[config.mk]
export PLATFORM = sky130hd
export DESIGN_NAME = cmp_share_arbiter_flat
export DESIGN_NICKNAME = d
export VERILOG_FILES = /design/src/rtl/cmp_share_arbiter_pkg.sv /design/src/rtl/cmp_share_arbiter_if.sv /design/src/rtl/cmp_share_arbiter_core.sv /design/src/rtl/cmp_share_arbiter.sv /design/src/flat_wrapper.sv
export SDC_FILE = /design/constraint.sdc
export NUM_CORES = 1
export LEC_CHECK = 0
export CAP_MARGIN = 25
export CORE_MARGIN = 2
export CORE_UTILIZATION = 42
export DETAILED_ROUTE_END_ITERATION = 6
export GPL_TIMING_DRIVEN = 0
export PLACE_DENSITY = 0.85
export RECOVER_POWER = 100
export SYNTH_ARGS = -nofsm -noshare
export SYNTH_HDL_FRONTEND = slang
export SYNTH_SLANG_ARGS = --single-unit
[constraint.sdc]
create_clock -name clk -period 2.4 [get_ports clk]
set_input_delay 0.6 -clock clk [delete_from_list [all_inputs] [get_ports clk]]
set_output_delay 0.6 -clock clk [all_outputs]
set_load 0.01 [all_outputs]
[src/rtl/cmp_share_arbiter_pkg.sv]
// Shared types and constants for the compare-share arbiter.
// Optional counter: define CMP_ARB_COUNT_EN to add the cmp_count port.
package cmp_arb_pkg;

    localparam int CMP_N       = 8;
    localparam int CMP_NUM_REQ = 4;
    localparam int CMP_CNT_W   = 16;

    typedef enum logic [1:0] {
        IDLE,
        CMP,
        RESP
    } state_t;

endpackage

[src/rtl/cmp_share_arbiter_if.sv]
// Request/response bundle between requesters, consumer and the arbiter.
// master: requester/consumer side; slave: arbiter side.
interface cmp_share_arbiter_if
    import cmp_arb_pkg::*;
#(
    parameter int N       = CMP_N,
    parameter int NUM_REQ = CMP_NUM_REQ,
    parameter int IDW     = $clog2(NUM_REQ)
);

    logic [NUM_REQ-1:0]   req_valid;
    logic [NUM_REQ*N-1:0] req_a;
    logic [NUM_REQ*N-1:0] req_b;
    logic [NUM_REQ-1:0]   req_ready;
    logic                 rsp_valid;
    logic [IDW-1:0]       rsp_id;
    logic                 rsp_greater;
    logic                 rsp_lesser;
    logic                 rsp_equal;
    logic                 rsp_ready;

    modport master (
        output req_valid,
        output req_a,
        output req_b,
        output rsp_ready,
        input  req_ready,
        input  rsp_valid,
        input  rsp_id,
        input  rsp_greater,
        input  rsp_lesser,
        input  rsp_equal
    );

    modport slave (
        input  req_valid,
        input  req_a,
        input  req_b,
        input  rsp_ready,
        output req_ready,
        output rsp_valid,
        output rsp_id,
        output rsp_greater,
        output rsp_lesser,
        output rsp_equal
    );

endinterface

[src/rtl/cmp_share_arbiter_core.sv]
// Shared unsigned magnitude comparator, purely combinational.
// Exactly one of greater/lesser/equal is asserted for any operand pair.
module cmp_core
    import cmp_arb_pkg::*;
#(
    parameter int N = CMP_N
) (
    input  logic [N-1:0] a,
    input  logic [N-1:0] b,
    output logic         greater,
    output logic         lesser,
    output logic         equal
);

    always_comb begin
        greater = 1'b0;
        lesser  = 1'b0;
        equal   = 1'b0;
        unique case (1'b1)
            (a > b): greater = 1'b1;
            (a < b): lesser  = 1'b1;
            default: equal   = 1'b1;
        endcase
    end

endmodule

[src/rtl/cmp_share_arbiter.sv]
// Round-robin arbiter sharing one comparator among NUM_REQ requesters.
// Define CMP_ARB_COUNT_EN to add a 16-bit completed-handshake counter.
module cmp_share_arbiter
    import cmp_arb_pkg::*;
#(
    parameter int N       = CMP_N,
    parameter int NUM_REQ = CMP_NUM_REQ,
    parameter int IDW     = $clog2(NUM_REQ)
) (
    input  logic                 clk,
    input  logic                 rst_n,
    cmp_share_arbiter_if.slave   bus
`ifdef CMP_ARB_COUNT_EN
    ,
    output logic [CMP_CNT_W-1:0] cmp_count
`endif
);

    state_t               state_q;
    state_t               state_d;
    logic [IDW-1:0]       rr_ptr;
    logic [IDW-1:0]       id_q;
    logic [N-1:0]         a_q;
    logic [N-1:0]         b_q;
    logic                 gt_q;
    logic                 lt_q;
    logic                 eq_q;
    logic                 gt_c;
    logic                 lt_c;
    logic                 eq_c;
    logic                 found;
    logic [IDW-1:0]       pick;
    logic [IDW-1:0]       idx;
    logic [NUM_REQ-1:0]   grant;
    logic                 in_idle;
    logic                 in_cmp;
    logic                 in_resp;
    logic                 take;
    logic                 done;

    assign in_idle = (state_q == IDLE);
    assign in_cmp  = (state_q == CMP);
    assign in_resp = (state_q == RESP);
    assign take    = in_idle & found;
    assign done    = in_resp & bus.rsp_ready;

    // Search upward from rr_ptr; IDW-bit index wraps naturally.
    always_comb begin
        found = 1'b0;
        pick  = rr_ptr;
        idx   = rr_ptr;
        for (int k = 0; k < NUM_REQ; k++) begin
            idx = rr_ptr + IDW'(k);
            if (!found && bus.req_valid[idx]) begin
                found = 1'b1;
                pick  = idx;
            end
        end
    end

    always_comb begin
        grant = '0;
        if (found) begin
            grant = NUM_REQ'(1) << pick;
        end
    end

    always_comb begin
        state_d = state_q;
        unique case (state_q)
            IDLE: begin
                if (found) begin
                    state_d = CMP;
                end
            end
            CMP: begin
                state_d = RESP;
            end
            RESP: begin
                if (bus.rsp_ready) begin
                    state_d = IDLE;
                end
            end
            default: begin
                state_d = IDLE;
            end
        endcase
    end

    always_ff @(posedge clk or negedge rst_n) begin
        if (!rst_n) begin
            state_q <= IDLE;
        end else begin
            state_q <= state_d;
        end
    end

    always_ff @(posedge clk or negedge rst_n) begin
        if (!rst_n) begin
            a_q  <= '0;
            b_q  <= '0;
            id_q <= '0;
        end else if (take) begin
            a_q  <= bus.req_a[pick*N +: N];
            b_q  <= bus.req_b[pick*N +: N];
            id_q <= pick;
        end
    end

    always_ff @(posedge clk or negedge rst_n) begin
        if (!rst_n) begin
            gt_q <= 1'b0;
            lt_q <= 1'b0;
            eq_q <= 1'b0;
        end else if (in_cmp) begin
            gt_q <= gt_c;
            lt_q <= lt_c;
            eq_q <= eq_c;
        end
    end

    always_ff @(posedge clk or negedge rst_n) begin
        if (!rst_n) begin
            rr_ptr <= '0;
        end else if (done) begin
            rr_ptr <= id_q + IDW'(1);
        end
    end

    cmp_core #(
        .N (N)
    ) u_core (
        .a       (a_q),
        .b       (b_q),
        .greater (gt_c),
        .lesser  (lt_c),
        .equal   (eq_c)
    );

    // Outputs are gated so nothing stale leaks outside RESP.
    assign bus.req_ready   = in_idle ? grant : '0;
    assign bus.rsp_valid   = in_resp;
    assign bus.rsp_id      = in_resp ? id_q : '0;
    assign bus.rsp_greater = in_resp & gt_q;
    assign bus.rsp_lesser  = in_resp & lt_q;
    assign bus.rsp_equal   = in_resp & eq_q;

`ifdef CMP_ARB_COUNT_EN
    logic [CMP_CNT_W-1:0] cnt_q;

    always_ff @(posedge clk or negedge rst_n) begin
        if (!rst_n) begin
            cnt_q <= '0;
        end else if (done) begin
            cnt_q <= cnt_q + CMP_CNT_W'(1);
        end
    end

    assign cmp_count = cnt_q;
`endif

endmodule
[src/flat_wrapper.sv]
// flat-port wrapper written by rule: the top's interface ports become plain ports
module cmp_share_arbiter_flat import cmp_arb_pkg::*;
#(
    parameter int N       = CMP_N,
    parameter int NUM_REQ = CMP_NUM_REQ,
    parameter int IDW     = $clog2(NUM_REQ)
)
  (clk, rst_n, bus_req_valid, bus_req_a, bus_req_b, bus_rsp_ready, bus_req_ready, bus_rsp_valid, bus_rsp_id, bus_rsp_greater, bus_rsp_lesser, bus_rsp_equal);
  cmp_share_arbiter_if #(.N(N), .NUM_REQ(NUM_REQ), .IDW(IDW)) bus_i ();
  input  logic clk;
  input  logic rst_n;
  input wire logic [$bits(bus_i.req_valid)-1:0] bus_req_valid;
  input wire logic [$bits(bus_i.req_a)-1:0] bus_req_a;
  input wire logic [$bits(bus_i.req_b)-1:0] bus_req_b;
  input wire logic [$bits(bus_i.rsp_ready)-1:0] bus_rsp_ready;
  output wire logic [$bits(bus_i.req_ready)-1:0] bus_req_ready;
  output wire logic [$bits(bus_i.rsp_valid)-1:0] bus_rsp_valid;
  output wire logic [$bits(bus_i.rsp_id)-1:0] bus_rsp_id;
  output wire logic [$bits(bus_i.rsp_greater)-1:0] bus_rsp_greater;
  output wire logic [$bits(bus_i.rsp_lesser)-1:0] bus_rsp_lesser;
  output wire logic [$bits(bus_i.rsp_equal)-1:0] bus_rsp_equal;
  assign bus_i.req_valid = bus_req_valid;
  assign bus_i.req_a = bus_req_a;
  assign bus_i.req_b = bus_req_b;
  assign bus_i.rsp_ready = bus_rsp_ready;
  assign bus_req_ready = bus_i.req_ready;
  assign bus_rsp_valid = bus_i.rsp_valid;
  assign bus_rsp_id = bus_i.rsp_id;
  assign bus_rsp_greater = bus_i.rsp_greater;
  assign bus_rsp_lesser = bus_i.rsp_lesser;
  assign bus_rsp_equal = bus_i.rsp_equal;
  cmp_share_arbiter #(.N(N), .NUM_REQ(NUM_REQ), .IDW(IDW)) u_core (.clk(clk), .rst_n(rst_n), .bus(bus_i));
endmodule
==> impl_metrics.env, run 1 <==
export IMPL_diodes=0
export IMPL_setup_slack_ps=9.97
export IMPL_antenna_found_initial=0
export IMPL_p_leak_nw=1.25
export IMPL_io_pins=81
export IMPL_rows=23
export IMPL_synth_cell_types=38
export IMPL_drtIter0Drc=82
export IMPL_required_ps=1800
export IMPL_htree_levels=1
export IMPL_layout_min_cycle_time_ps=2390
export IMPL_min_from="u_core.lt_q"
export IMPL_regArea_um2=628
export IMPL_initial_core_util_pct=44.2
export IMPL_comb_power_share_pct=65.2
export IMPL_netlist_area_um2=1790
export IMPL_synth_flop_cell="dfrtp_1"
export IMPL_clkSinkCount=25
export IMPL_totalWireLength_um=5000
export IMPL_timing_final_crit_share_pct=99.6
export IMPL_power_density_nw_per_um2=1060
export IMPL_ir_drop_v=0.000483
export IMPL_maxSlewViolCount=0
export IMPL_syn_area_per_cell_um2=10.4
export IMPL_cts_buffers=3
export IMPL_reg2reg_depth=8
export IMPL_cts_path_max_buffers=2
export IMPL_via_per_inst=5.61
export IMPL_worst_r2r_setup_slack_ps=260
export IMPL_synth_top_area_share_pct=34.9
export IMPL_cp_arrival_ps=1790
export IMPL_final_util_pct=70.2
export IMPL_synth_edff_count=0
export IMPL_clock_latency_ps=280
export IMPL_fp_coreArea_um2=4060
export IMPL_wl_per_cell_um=15.8
export IMPL_ys_seq_area_share_pct=34.9
export IMPL_die_height_um=69.4
export IMPL_yosys_warnings=0
export IMPL_slew_headroom_pct=45.1
export IMPL_p_clk_share_pct=8.7
export IMPL_gr_usage_met2_pct=37.8
export IMPL_grt_overflow_total=0
export IMPL_switching_power_w=0.00123
export IMPL_worst_hold_path_num_cells=1
export IMPL_ys_ff_latch=25
export IMPL_cts_clk_slew_worst_paths_ps=90
export IMPL_min_to="u_core.lt_q"
export IMPL_io_buffers=80
export IMPL_outcome="complete, no violations"
export IMPL_critPathMaxFanout=6
export IMPL_ant_nets=0
export IMPL_synth_area_leaders="dfrtp_1 (35%), mux2i_1 (8.9%), mux2_2 (6.3%), mux2_4 (5.9%), a31oi_1 (5.6%)"
export IMPL_dpl_hpwl_um=3600
export IMPL_worst_setup_path_end_kind="output port"
export IMPL_r2r_end="u_core.gt_q"
export IMPL_swShare_pct=40.9
export IMPL_area_growth_pct=58.8
export IMPL_hold_class="flip-flop to flip-flop"
export IMPL_cts_tree="yes"
export IMPL_start_kind="primary input"
export IMPL_grt_use_total_pct=21.9
export IMPL_clock_fmax_mhz=418
export IMPL_die_x_um=69.4
export IMPL_power_internal_w=0.00178
export IMPL_dp_slack_ps=-1220
export IMPL_vias=1777
export IMPL_place_congestion=0.729
export IMPL_synth_fp_nets=251
export IMPL_drive_above_1_share_pct=26.2
export IMPL_fin_nets=347
export IMPL_drc=0
export IMPL_hold_violations=0
export IMPL_die_area_um2=4810
export IMPL_path_class="primary input to output port"
export IMPL_n_fill_cell=299
export IMPL_grt_start_max_net_pins=16
export IMPL_ctsRootBufferMaster="clkbuf_8"
export IMPL_drv_cap=0
export IMPL_grt_busiest_layer="met2"
export IMPL_multiInputGateArea_um2=1110
export IMPL_finClkSkew_ps=9.12
export IMPL_drtPass1Iterations=4
export IMPL_worst_pin_slew_ps=803
export IMPL_syn_inst=172
export IMPL_grt_pass1_vias=1894
export IMPL_grt_setup_unrepaired="true"
export IMPL_seq_power_share_pct=26.1
export IMPL_r2r_start="u_core.b_q[1]"
export IMPL_setup_viol=0
export IMPL_async_reset_ff_share_pct=100
export IMPL_total_power_w=0.00302
export IMPL_grt_pass1_wl_um=8590
export IMPL_met3_usage_pct=4.07
export IMPL_synth_area_leader_cell="dfrtp_1"
export IMPL_globalRouteMet1Util_pct=26.2
[sequential cells by signal (all words and copies together), names as in the netlist]
register        flops
u_core.a_q          8
u_core.b_q          8
u_core.id_q         2
u_core.rr_ptr       2
u_core.state_q      2
u_core.eq_q         1
u_core.gt_q         1
u_core.lt_q         1
[kinds of logic after synthesis]
group / Yosys count / share of synthesized area (%)
and+or+nand+nor: 33 / 10.0
AOI/OAI and AO/OA: 51 / 20.6
buffers and inverters: 21 / 7.39
DFF: 25 / 34.9
muxes: 33 / 21.1
adders and majority gates: 8 / 5.58
xor gates and xnor gates: 1 / 0.488
[worst max-delay path, stage by stage]
cell	delay, ps
clkbuf_4	140
nor2b_2	160
o21bai_1	150
and3b_2	200
buf_6	110
buf_12	110
and3_1	170
buf_2	130
[per-layer routing]
metal | vias to the layer above | wire length, um
met5 | - | 0
met2 | 80 | 2500
met4 | 0 | 213
met1 | 845 | 1990
li1 | 833 | -
met3 | 19 | 303
[power groups by stage]
stage / Clock (W) / Combinational [W] / Sequential (W)
finish: 0.000262 / 0.00197 / 0.000787
global route: 0.000283 / 0.00216 / 0.000811
CTS: 0.000262 / 0.00191 / 0.000775
detailed placement: 0 / 0.00175 / 0.000777
global placement: 0 / 0.00169 / 0.000771
floorplan: 0 / 0.00127 / 0.000736
[timing repair]
item,CTS,global route
pin swaps,6,9
setup buffers,10,2
resized for setup,55,11
hold endpoints to repair,0,0
hold buffers,0,0
gates cloned,0,0
endpoints found under the setup margin,4,5
[final cells by class]
type                    instances  share of cell area (%)
repair buffers                 93                    30.5
flip-flops and latches         25                    22.0
well taps                      50                    2.20
inverters                      11                    1.45
multi-input cells             126                    39.1
clock inverters                 1                   0.264
plain buffers                   8                    2.99
clock buffers                   3                    1.45
[Yosys cell counts (all sizes together) (4+ instances only)]
master / n
dfrtp: 25
ha: 8
a31oi: 16
nor2: 5
buf: 9
inv: 11
o21ai: 8
mux2: 17
nand2: 6
nor2b: 7
o22ai: 16
and2: 4
mux2i: 16
[worst max-delay path by stage]
stage | cells past startpoint | from | to | slack [ps]
after floorplan | 6 | bus_req_valid[3] | bus_req_ready[0] | 90
after global placement | 8 | bus_req_valid[1] | bus_req_ready[2] | -1220
after detailed placement | 8 | bus_req_valid[1] | bus_req_ready[2] | -1220
after CTS | 7 | u_core.rr_ptr[1] | bus_req_ready[0] | 10
after global routing | 8 | bus_req_valid[2] | bus_req_ready[3] | -40
final | 8 | bus_req_valid[2] | bus_req_ready[3] | 10
[cells in the final DEF, fill, tap and decap left out, types with 5 or more instances in the layout]
| cell | instances |
|---|---|
| buf_2 | 5 |
| o22ai_1 | 9 |
| dfrtp_1 | 23 |
| a31oi_1 | 16 |
| mux2_2 | 10 |
| mux2i_1 | 16 |
| ha_1 | 8 |
| mux2_4 | 7 |
| o22ai_2 | 7 |
| clkdlybuf4s50_1 | 70 |
| buf_4 | 14 |
| inv_1 | 11 |
[per-stage QoR]
step                cell area, um2  hold slack [ps]  setup TNS [ps]  cells
finish                        2850              500               0    317
global route                  2850              524           -45.0    317
floorplan                     1790              304               0    172
detailed placement            2670              483           -7840    303
global placement              2660              452           -7320    302
CTS                           2830              502               0    316
No activity file was read; power rests on OpenSTA's default activity.
==> run 2: changes to the inputs <==
- CORE_UTILIZATION: 42 -> 43
- CTS_BUF_LIST: unset -> sky130_fd_sc_hd__clkbuf_2 sky130_fd_sc_hd__clkbuf_4 sky130_fd_sc_hd__clkbuf_8
- PLACE_DENSITY: 0.85 -> 0.86
- SKIP_LAST_GASP: unset -> 1
==> run 2 against run 1 <==
Compared with the run above: clock skew shrank 7.3 ps; largest power group unchanged; utilization up 2.9 points; critical path type unchanged; wire length is 1.9% lower; non-clock buffer count up 10; flip-flop and latch count stayed put; global-route usage rose by 0.42 points; highest routed layer unchanged.
==> impl_metrics.env, run 2 (synthesis gave the netlist of run 1 again) <==
export IMPL_outcome="complete, no violations"
export IMPL_drive_above_1_share_pct=28.5
export IMPL_met3_length_um=301
export IMPL_ir_drop_v=0.000748
export IMPL_routed_wl_met2_um=2480
export IMPL_post_place_cells=303
export IMPL_reg2reg_depth=8
export IMPL_clock_latency_ps=270
export IMPL_path_class="primary input to output port"
export IMPL_maxSlewViolCount=0
export IMPL_area_growth_pct=63.1
export IMPL_grt_setup_unrepaired="true"
export IMPL_r2r_end="u_core.gt_q"
export IMPL_io_pins=81
export IMPL_final_util_pct=73.2
export IMPL_r2r_start="u_core.b_q[1]"
export IMPL_htree_levels=1
export IMPL_timing_final_crit_share_pct=99.5
export IMPL_worst_r2r_setup_slack_ps=200
export IMPL_fin_nets=357
export IMPL_total_power_w=0.00312
export IMPL_die_height_um=68.6
export IMPL_ant_nets=0
export IMPL_drv_cap=0
export IMPL_setup_viol=0
export IMPL_place_congestion=0.750
export IMPL_io_buffers=80
export IMPL_highest_layer="met4"
export IMPL_clock_fmax_mhz=419
export IMPL_dpl_hpwl_um=3560
export IMPL_final_cell_mix="clkdlybuf4s50_1 (70), buf_4 (27), dfrtp_1 (24)"
export IMPL_drtIter0Drc=58
export IMPL_slew_headroom_pct=43.3
export IMPL_grt_start_max_net_pins=14
export IMPL_dpl_instance_area_um2=2670
export IMPL_required_ps=1800
export IMPL_hold_violations=0
export IMPL_layout_commonest_cell="clkdlybuf4s50_1"
export IMPL_initial_core_util_pct=44.9
export IMPL_met1_length_um=1990
export IMPL_drtPass1Iterations=4
export IMPL_antenna_found_initial=0
export IMPL_cts_path_max_buffers=2
export IMPL_start_kind="primary input"
export IMPL_min_from="u_core.lt_q"
export IMPL_fp_coreArea_um2=4000
export IMPL_cts_tree="yes"
export IMPL_worst_setup_path_end_kind="output port"
export IMPL_totalWireLength_um=4910
export IMPL_grt_use_total_pct=22.3
export IMPL_grt_pass1_vias=1755
export IMPL_power_density_nw_per_um2=1060
export IMPL_worst_pin_slew_ps=829
export IMPL_clkSinkCount=25
export IMPL_ctsRootBufferMaster="clkbuf_8"
export IMPL_cts_buffers=3
export IMPL_vias=1802
export IMPL_die_area_um2=4710
export IMPL_fin_cells=327
export IMPL_via_per_inst=5.51
export IMPL_grt_overflow_total=0
export IMPL_rows=23
export IMPL_top_regs="u_core.a_q: 8 flops, u_core.b_q: 8 flops"
export IMPL_hold_class="flip-flop to flip-flop"
export IMPL_p_leak_nw=1.29
export IMPL_grt_pass1_wl_um=7860
export IMPL_crit_end="bus_req_ready[1]"
export IMPL_die_x_um=68.6
export IMPL_layout_min_cycle_time_ps=2390
export IMPL_cts_hold_fix_buffers=0
export IMPL_cts_clk_slew_worst_paths_ps=90
export IMPL_drc=0
export IMPL_cp_arrival_ps=1790
export IMPL_startpoint="bus_req_valid[2]"
export IMPL_n_fill_cell=275
export IMPL_finClkSkew_ps=1.79
export IMPL_critPathMaxFanout=5
export IMPL_stdcell_area_um2=2930
export IMPL_diodes=0
export IMPL_wl_per_cell_um=15.0
## run 2: worst min path at each step
stage,slack [ps],to,cells after the start
2_1_floorplan,300,u_core.a_q[0],0
3_3_place_gp,450,u_core.lt_q,1
3_5_place_dp,470,u_core.lt_q,1
4_1_cts,490,u_core.lt_q,1
5_1_grt,510,u_core.lt_q,1
6_report,480,u_core.lt_q,1
## run 2: layout make-up
type	count	area (um2)	share of cell area [%]
tap	50	62.6	2.14
timing repair buffer	103	943	32.2
sequential	25	627	21.4
buffer	8	88.8	3.04
inverter	11	41.3	1.41
clock buffer	4	48.8	1.67
multi-input combinational	126	1110	38.1
## run 2: worst max-delay path: stages
cell and delay [ps]:
buf_4 140, or3_4 360, o21ai_2 80, o31a_1 200, buf_4 130, and3_4 170, buf_6 100
## run 2: where the power goes
group          internal, W  switching [W]  total, W
clock network     0.000130       0.000133  0.000263
logic              0.00112       0.000946   0.00207
registers         0.000630       0.000156  0.000786
## run 2: timing repair
action | CTS | global route
resized for setup | 54 | 7
setup endpoints to repair | 14 | 6
buffers inserted | 14 | 8
pin swaps | 6 | 5
## run 2: through the flow
stage / setup TNS, ps / hold WS (ps) / setup WS [ps]
after detailed placement: -8390 / 468 / -1230
after floorplan: 0 / 304 / 91.8
final: 0 / 480 / 11.7
after global routing: -107 / 511 / -38.5
after global placement: -7480 / 455 / -1210
after CTS: -58.9 / 487 / -58.9
## run 2: metal layers
metal / up-vias / GRT usage [%]
met4: 0 / 8.75
met5: - / 0
met1: 857 / 26.6
li1: 859 / -
met2: 71 / 38.6
met3: 15 / 5.19
==> patch 1: new RTL, flow settings as in run 2 <==
The 3 states of `state_t` get a one-hot encoding in 3 bits.
--- a/src/rtl/cmp_share_arbiter_pkg.sv
+++ b/src/rtl/cmp_share_arbiter_pkg.sv
@@ -8,6 +8,6 @@
 
-    typedef enum logic [1:0] {
-        IDLE,
-        CMP,
-        RESP
+    typedef enum logic [2:0] {
+        IDLE = 3'b001,
+        CMP  = 3'b010,
+        RESP = 3'b100
     } state_t;
Check against the original RTL: no difference found for any inputs over 10 cycles, from zero or initial values and one cycle with rst_n low; not proved beyond that.
==> patch 1 against run 2 <==
  * The flow now finishes with violations (negative setup slack)
  * Worst setup slack got worse by 0.094 ns
  * Critical path type unchanged
  * Critical endpoint is now bus_req_ready[0]
  * Wire length decreased by 1.1%
  * Core utilization increased by 0.80 points
  * Global-route usage increased by 1.3 points
  * Sequential cell count increased by 1
  * Total power decreased by 14%
  * Cell area decreased by 5.4%
  * Synthesized area decreased by 4.1%
  * Synthesized cell count increased by 2.3%
==> patch 1: results <==
metrics = {
    "status": {
        "status": "finished with violations",
        "violations": "negative setup slack",
    },
    "worst_setup_path": {
        "rrSetupSlack_ns": 0.12,
        "rr_endpoint": "u_core.a_q[3]",
        "critical-path-slowest-cell": "or4_4",
        "arrival_ns": 1.88,
        "max_stage_delay_ns": 0.51,
        "crit_path_end": "bus_req_ready[0]",
        "setup.worst_path.start": "bus_req_valid[2]",
        "r2r_start": "u_core.rr_ptr[1]",
        "r2r_cells": 9,
    },
    "global_route": {
        "use_met2_pct": 46.4,
        "grtUsageMet3_pct": 2.67,
        "grtUsageTotal_pct": 23.6,
        "use_met1_pct": 26.2,
        "grt_pass1_wl_mm": 8.11,
        "grt_pass1_vias": 1867,
        "grt_max_degree": 16,
    },
    "synth": {
        "yosysUniqueCellTypes": 33,
        "yosys_warnings": 0,
        "syn-instance-count": 176,
        "synth_common_cells": "mux2i_1 (32), dfrtp_1 (25), nand2_1 (24), o221ai_1 (16), inv_1 (11)",
        "ys_top_cells_by_area": "dfrtp_1 (36%), mux2i_1 (19%), o221ai_1 (8.1%), ha_1 (5.8%), nand2_1 (5.2%)",
        "synthesis.nets": 255,
        "ys_seq_area_share_pct": 37.9,
    },
    "timing": {
        "tightestPinTransition_ns": 0.673,
        "skew_ns": 0.00312,
        "tns_ns": -0.156,
        "fin_ws_ns": -0.0826,
        "setup_viol": 2,
    },
    "power_and_ir_drop": {
        "swShare_pct": 40.8,
        "leakage_uw": 0.00132,
        "ir_worst_vdd_mv": 0.421,
    },
    "place": {
        "dpl.hpwl_mm": 3.62,
        "place.gp.congestion": 0.751,
        "dp.cells": 305,
    },
    "final_layout": {
        "drive_above_1_share_pct": 16.2,
        "fin_nets": 351,
        "reg.largest.list": "u_core.a_q x8, u_core.b_q x8, u_core.state_q x3",
    },
    "clock_tree": {
        "cts_sinks": 26,
    },
    "detailed_routing": {
        "wire_per_inst_um": 15.2,
        "vias_per_cell": 5.51,
        "drtIter0Drc": 40,
        "vias": 1758,
    },
}
==> patch 1: power groups by stage <==
stage | clock network (uW) | registers (uW) | logic, uW
2_1_floorplan | 0 | 760 | 1040
3_3_place_gp | 0 | 792 | 1410
3_5_place_dp | 0 | 797 | 1470
4_1_cts | 261 | 800 | 1600
5_1_grt | 289 | 831 | 1780
6_report | 262 | 807 | 1610
==> patch 1: kinds of logic (layout without fill, tap and decap cells) <==
logic type	Yosys count	in the layout	synth area share (%)
mux	32	32	18.6
xor+xnor	1	1	0.509
flops	26	26	37.9
buf+inv	19	114	5.31
simple gates	52	52	15.3
fa+ha+maj	8	8	5.82
compound gates	38	38	16.6
==> patch 1: area by class of cell <==
type / count / area [sq um] / share of cell area (%)
flip-flops and latches: 26 / 654 / 23.6
multi-input cells: 131 / 1060 / 38.3
clock buffers: 4 / 48.8 / 1.76
inverters: 11 / 41.3 / 1.49
well taps: 48 / 60.1 / 2.17
plain buffers: 5 / 28.8 / 1.04
repair buffers: 94 / 876 / 31.6
==> patch 1: tightest hold or removal path, delay by kind of cell (launching register included) <==
| family | cells | cell delay, ns |
|---|---|---|
| compound gates | 1 | 0.06 |
| flops | 1 | 0.35 |
| simple gates | 1 | 0.05 |
==> patch 1: per-layer routing <==
metal | routed length [um] | vias up
met5 | 0 | -
met4 | 83 | 0
met3 | 201 | 9
met2 | 2730 | 61
met1 | 1850 | 857
li1 | - | 831
==> patch 1: stage by stage <==
step	instance area (sq um)	setup WS, ns	hold WS, ns	power, uW
2_1_floorplan	1730	-0.0520	0.304	1800
3_3_place_gp	2590	-1.27	0.473	2200
3_5_place_dp	2610	-1.31	0.476	2260
4_1_cts	2770	-0.112	0.495	2670
5_1_grt	2770	-0.107	0.539	2900
6_report	2770	-0.0826	0.497	2680
==> patch 1: worst min path at each step <==
stage	end	cells past startpoint	from
2_1_floorplan	u_core.a_q[0]	0	rst_n
3_3_place_gp	u_core.a_q[0]	2	u_core.a_q[0]
3_5_place_dp	u_core.a_q[0]	2	u_core.a_q[0]
4_1_cts	u_core.a_q[0]	2	u_core.a_q[0]
5_1_grt	u_core.a_q[6]	2	u_core.a_q[6]
6_report	u_core.a_q[0]	2	u_core.a_q[0]
==> patch 1: what timing repair did <==
item | 4_1_cts | 5_1_grt
pin swaps | 6 | 3
endpoints found under the setup margin | 28 | 9
endpoints found under the hold margin | 0 | 0
hold buffers | 0 | 0
setup buffers | 12 | 1
gates resized for setup | 52 | 5
==> patch 2: new RTL, config.mk and constraints of run 2 <==
Without the edit above. The package constant `CMP_NUM_REQ` goes from 4 to 8.
--- a/src/rtl/cmp_share_arbiter_pkg.sv
+++ b/src/rtl/cmp_share_arbiter_pkg.sv
@@ -5,3 +5,3 @@
     localparam int CMP_N       = 8;
-    localparam int CMP_NUM_REQ = 4;
+    localparam int CMP_NUM_REQ = 8;
     localparam int CMP_CNT_W   = 16;
Interface: changed (5 resized); port bits go from 81 to 154. The function was not compared with the original's and may differ.
==> patch 2 against run 2 <==
  * Synthesized area up 84%
  * Die area increased by 79%
  * Cell area rose by 100%
  * Via count is 110% higher
  * Register-to-register slack got worse by 1.6 ns
  * Sequential cell count grew 2
  * Worst hold slack improved by 0.0059 ns
  * Worst setup slack got worse by 1.6 ns
  * Wire length increased to 2.9 times the old value
  * The flow now finishes with violations (negative setup slack)
  * Non-clock buffer count rose by 104
Power is left out: the tool's default activity adds up to more than one toggle a clock period on the data nets, which glitch-free logic cannot reach.
==> patch 2: results <==
metrics = {
    "timing": {
        "tightestPinTransition_ns": 0.817,
        "fin_ws_ns": -1.60,
        "tns_ns": -34.50,
        "setup_viol": 32,
        "skew_ns": 0.00150,
    },
    "place": {
        "dp.cells": 606,
        "dpl.hpwl_mm": 9.78,
    },
    "worst_setup_path": {
        "rr_endpoint": "u_core.b_q[0]",
        "r2r_cells": 15,
        "cp_top_family": "buffers and inverters",
        "r2r_start": "u_core.rr_ptr[1]",
        "rrSetupSlack_ns": -1.35,
        "critPathKind": "flip-flop to primary output",
    },
    "synth": {
        "yosysUniqueCellTypes": 45,
        "synthesis.nets": 503,
        "synthMuxAreaShare_pct": 40.4,
        "synth_xor_xnor_area_share_pct": 2.08,
        "syn_avg_cell_area_sq_um": 9.36,
        "synth_compound_area_share_pct": 15.8,
        "synth_common_cells": "mux2i_1 (76), nand2_1 (39), mux2_2 (31), dfrtp_1 (27), inv_1 (17)",
    },
    "clock_tree": {
        "post_cts_buffers": 24,
        "cts_resized": 72,
    },
    "detailed_routing": {
        "drtIter0Drc": 211,
        "vias_per_cell": 5.89,
        "drt-pass1-iter-count": 5,
    },
    "status": {
        "violations": "negative setup slack",
        "status": "finished with violations",
    },
    "final_layout": {
        "fin_nets": 698,
    },
    "global_route": {
        "grt_pass1_vias": 3654,
        "grt_max_degree": 16,
        "grt_pass1_wl_mm": 19.4,
        "grtUsageTotal_pct": 28.6,
    },
}
[patch 2: how the worst max path moves through the flow]
| stage | cells after the start | start | to | slack, ns |
|---|---|---|---|---|
| after floorplan | 14 | u_core.rr_ptr[1] | bus_req_ready[0] | -1.43 |
| after global placement | 11 | bus_req_valid[7] | bus_req_ready[0] | -2.26 |
| after detailed placement | 11 | bus_req_valid[6] | bus_req_ready[4] | -2.37 |
| after CTS | 14 | u_core.rr_ptr[1] | bus_req_ready[0] | -1.62 |
| after global routing | 14 | u_core.rr_ptr[1] | bus_req_ready[0] | -1.66 |
| final | 14 | u_core.rr_ptr[1] | bus_req_ready[0] | -1.60 |
[patch 2: per-layer routing]
layer  global-route usage (%)  share of wire [%]  vias up
li1                         -                  -     1717
met5                        0                  0        -
met1                     35.8                 39     1859
met2                     52.3                 51      201
met3                     4.77                7.6       32
met4                     4.42                2.7        0
[patch 2: logic make-up after synthesis]
| kind of cell | Yosys count |
|---|---|
| multiplexers | 117 |
| AND/OR/NAND/NOR | 82 |
| AO/OA/AOI/OAI | 66 |
| buffers and inverters | 43 |
| flip-flops | 27 |
| adder cells (fa/ha/maj) | 11 |
| XOR/XNOR | 7 |
[patch 2: metrics by stage]
stage	cell area, sq um	setup slack [ns]	hold slack, ns
after global placement	5180	-2.26	0.465
after CTS	5520	-1.62	0.495
after global routing	5870	-1.66	0.515
final	5870	-1.60	0.486
after detailed placement	5190	-2.37	0.466
after floorplan	3520	-1.43	0.304
[patch 2: layout make-up]
cell class              instances  area (sq um)
clock buffers                   4          48.8
diodes                          1          2.50
well taps                      99           124
flip-flops and latches         27           677
repair buffers                193          1880
inverters                      18          82.6
plain buffers                  22           340
multi-input cells             283          2710
fillers                       410          1470
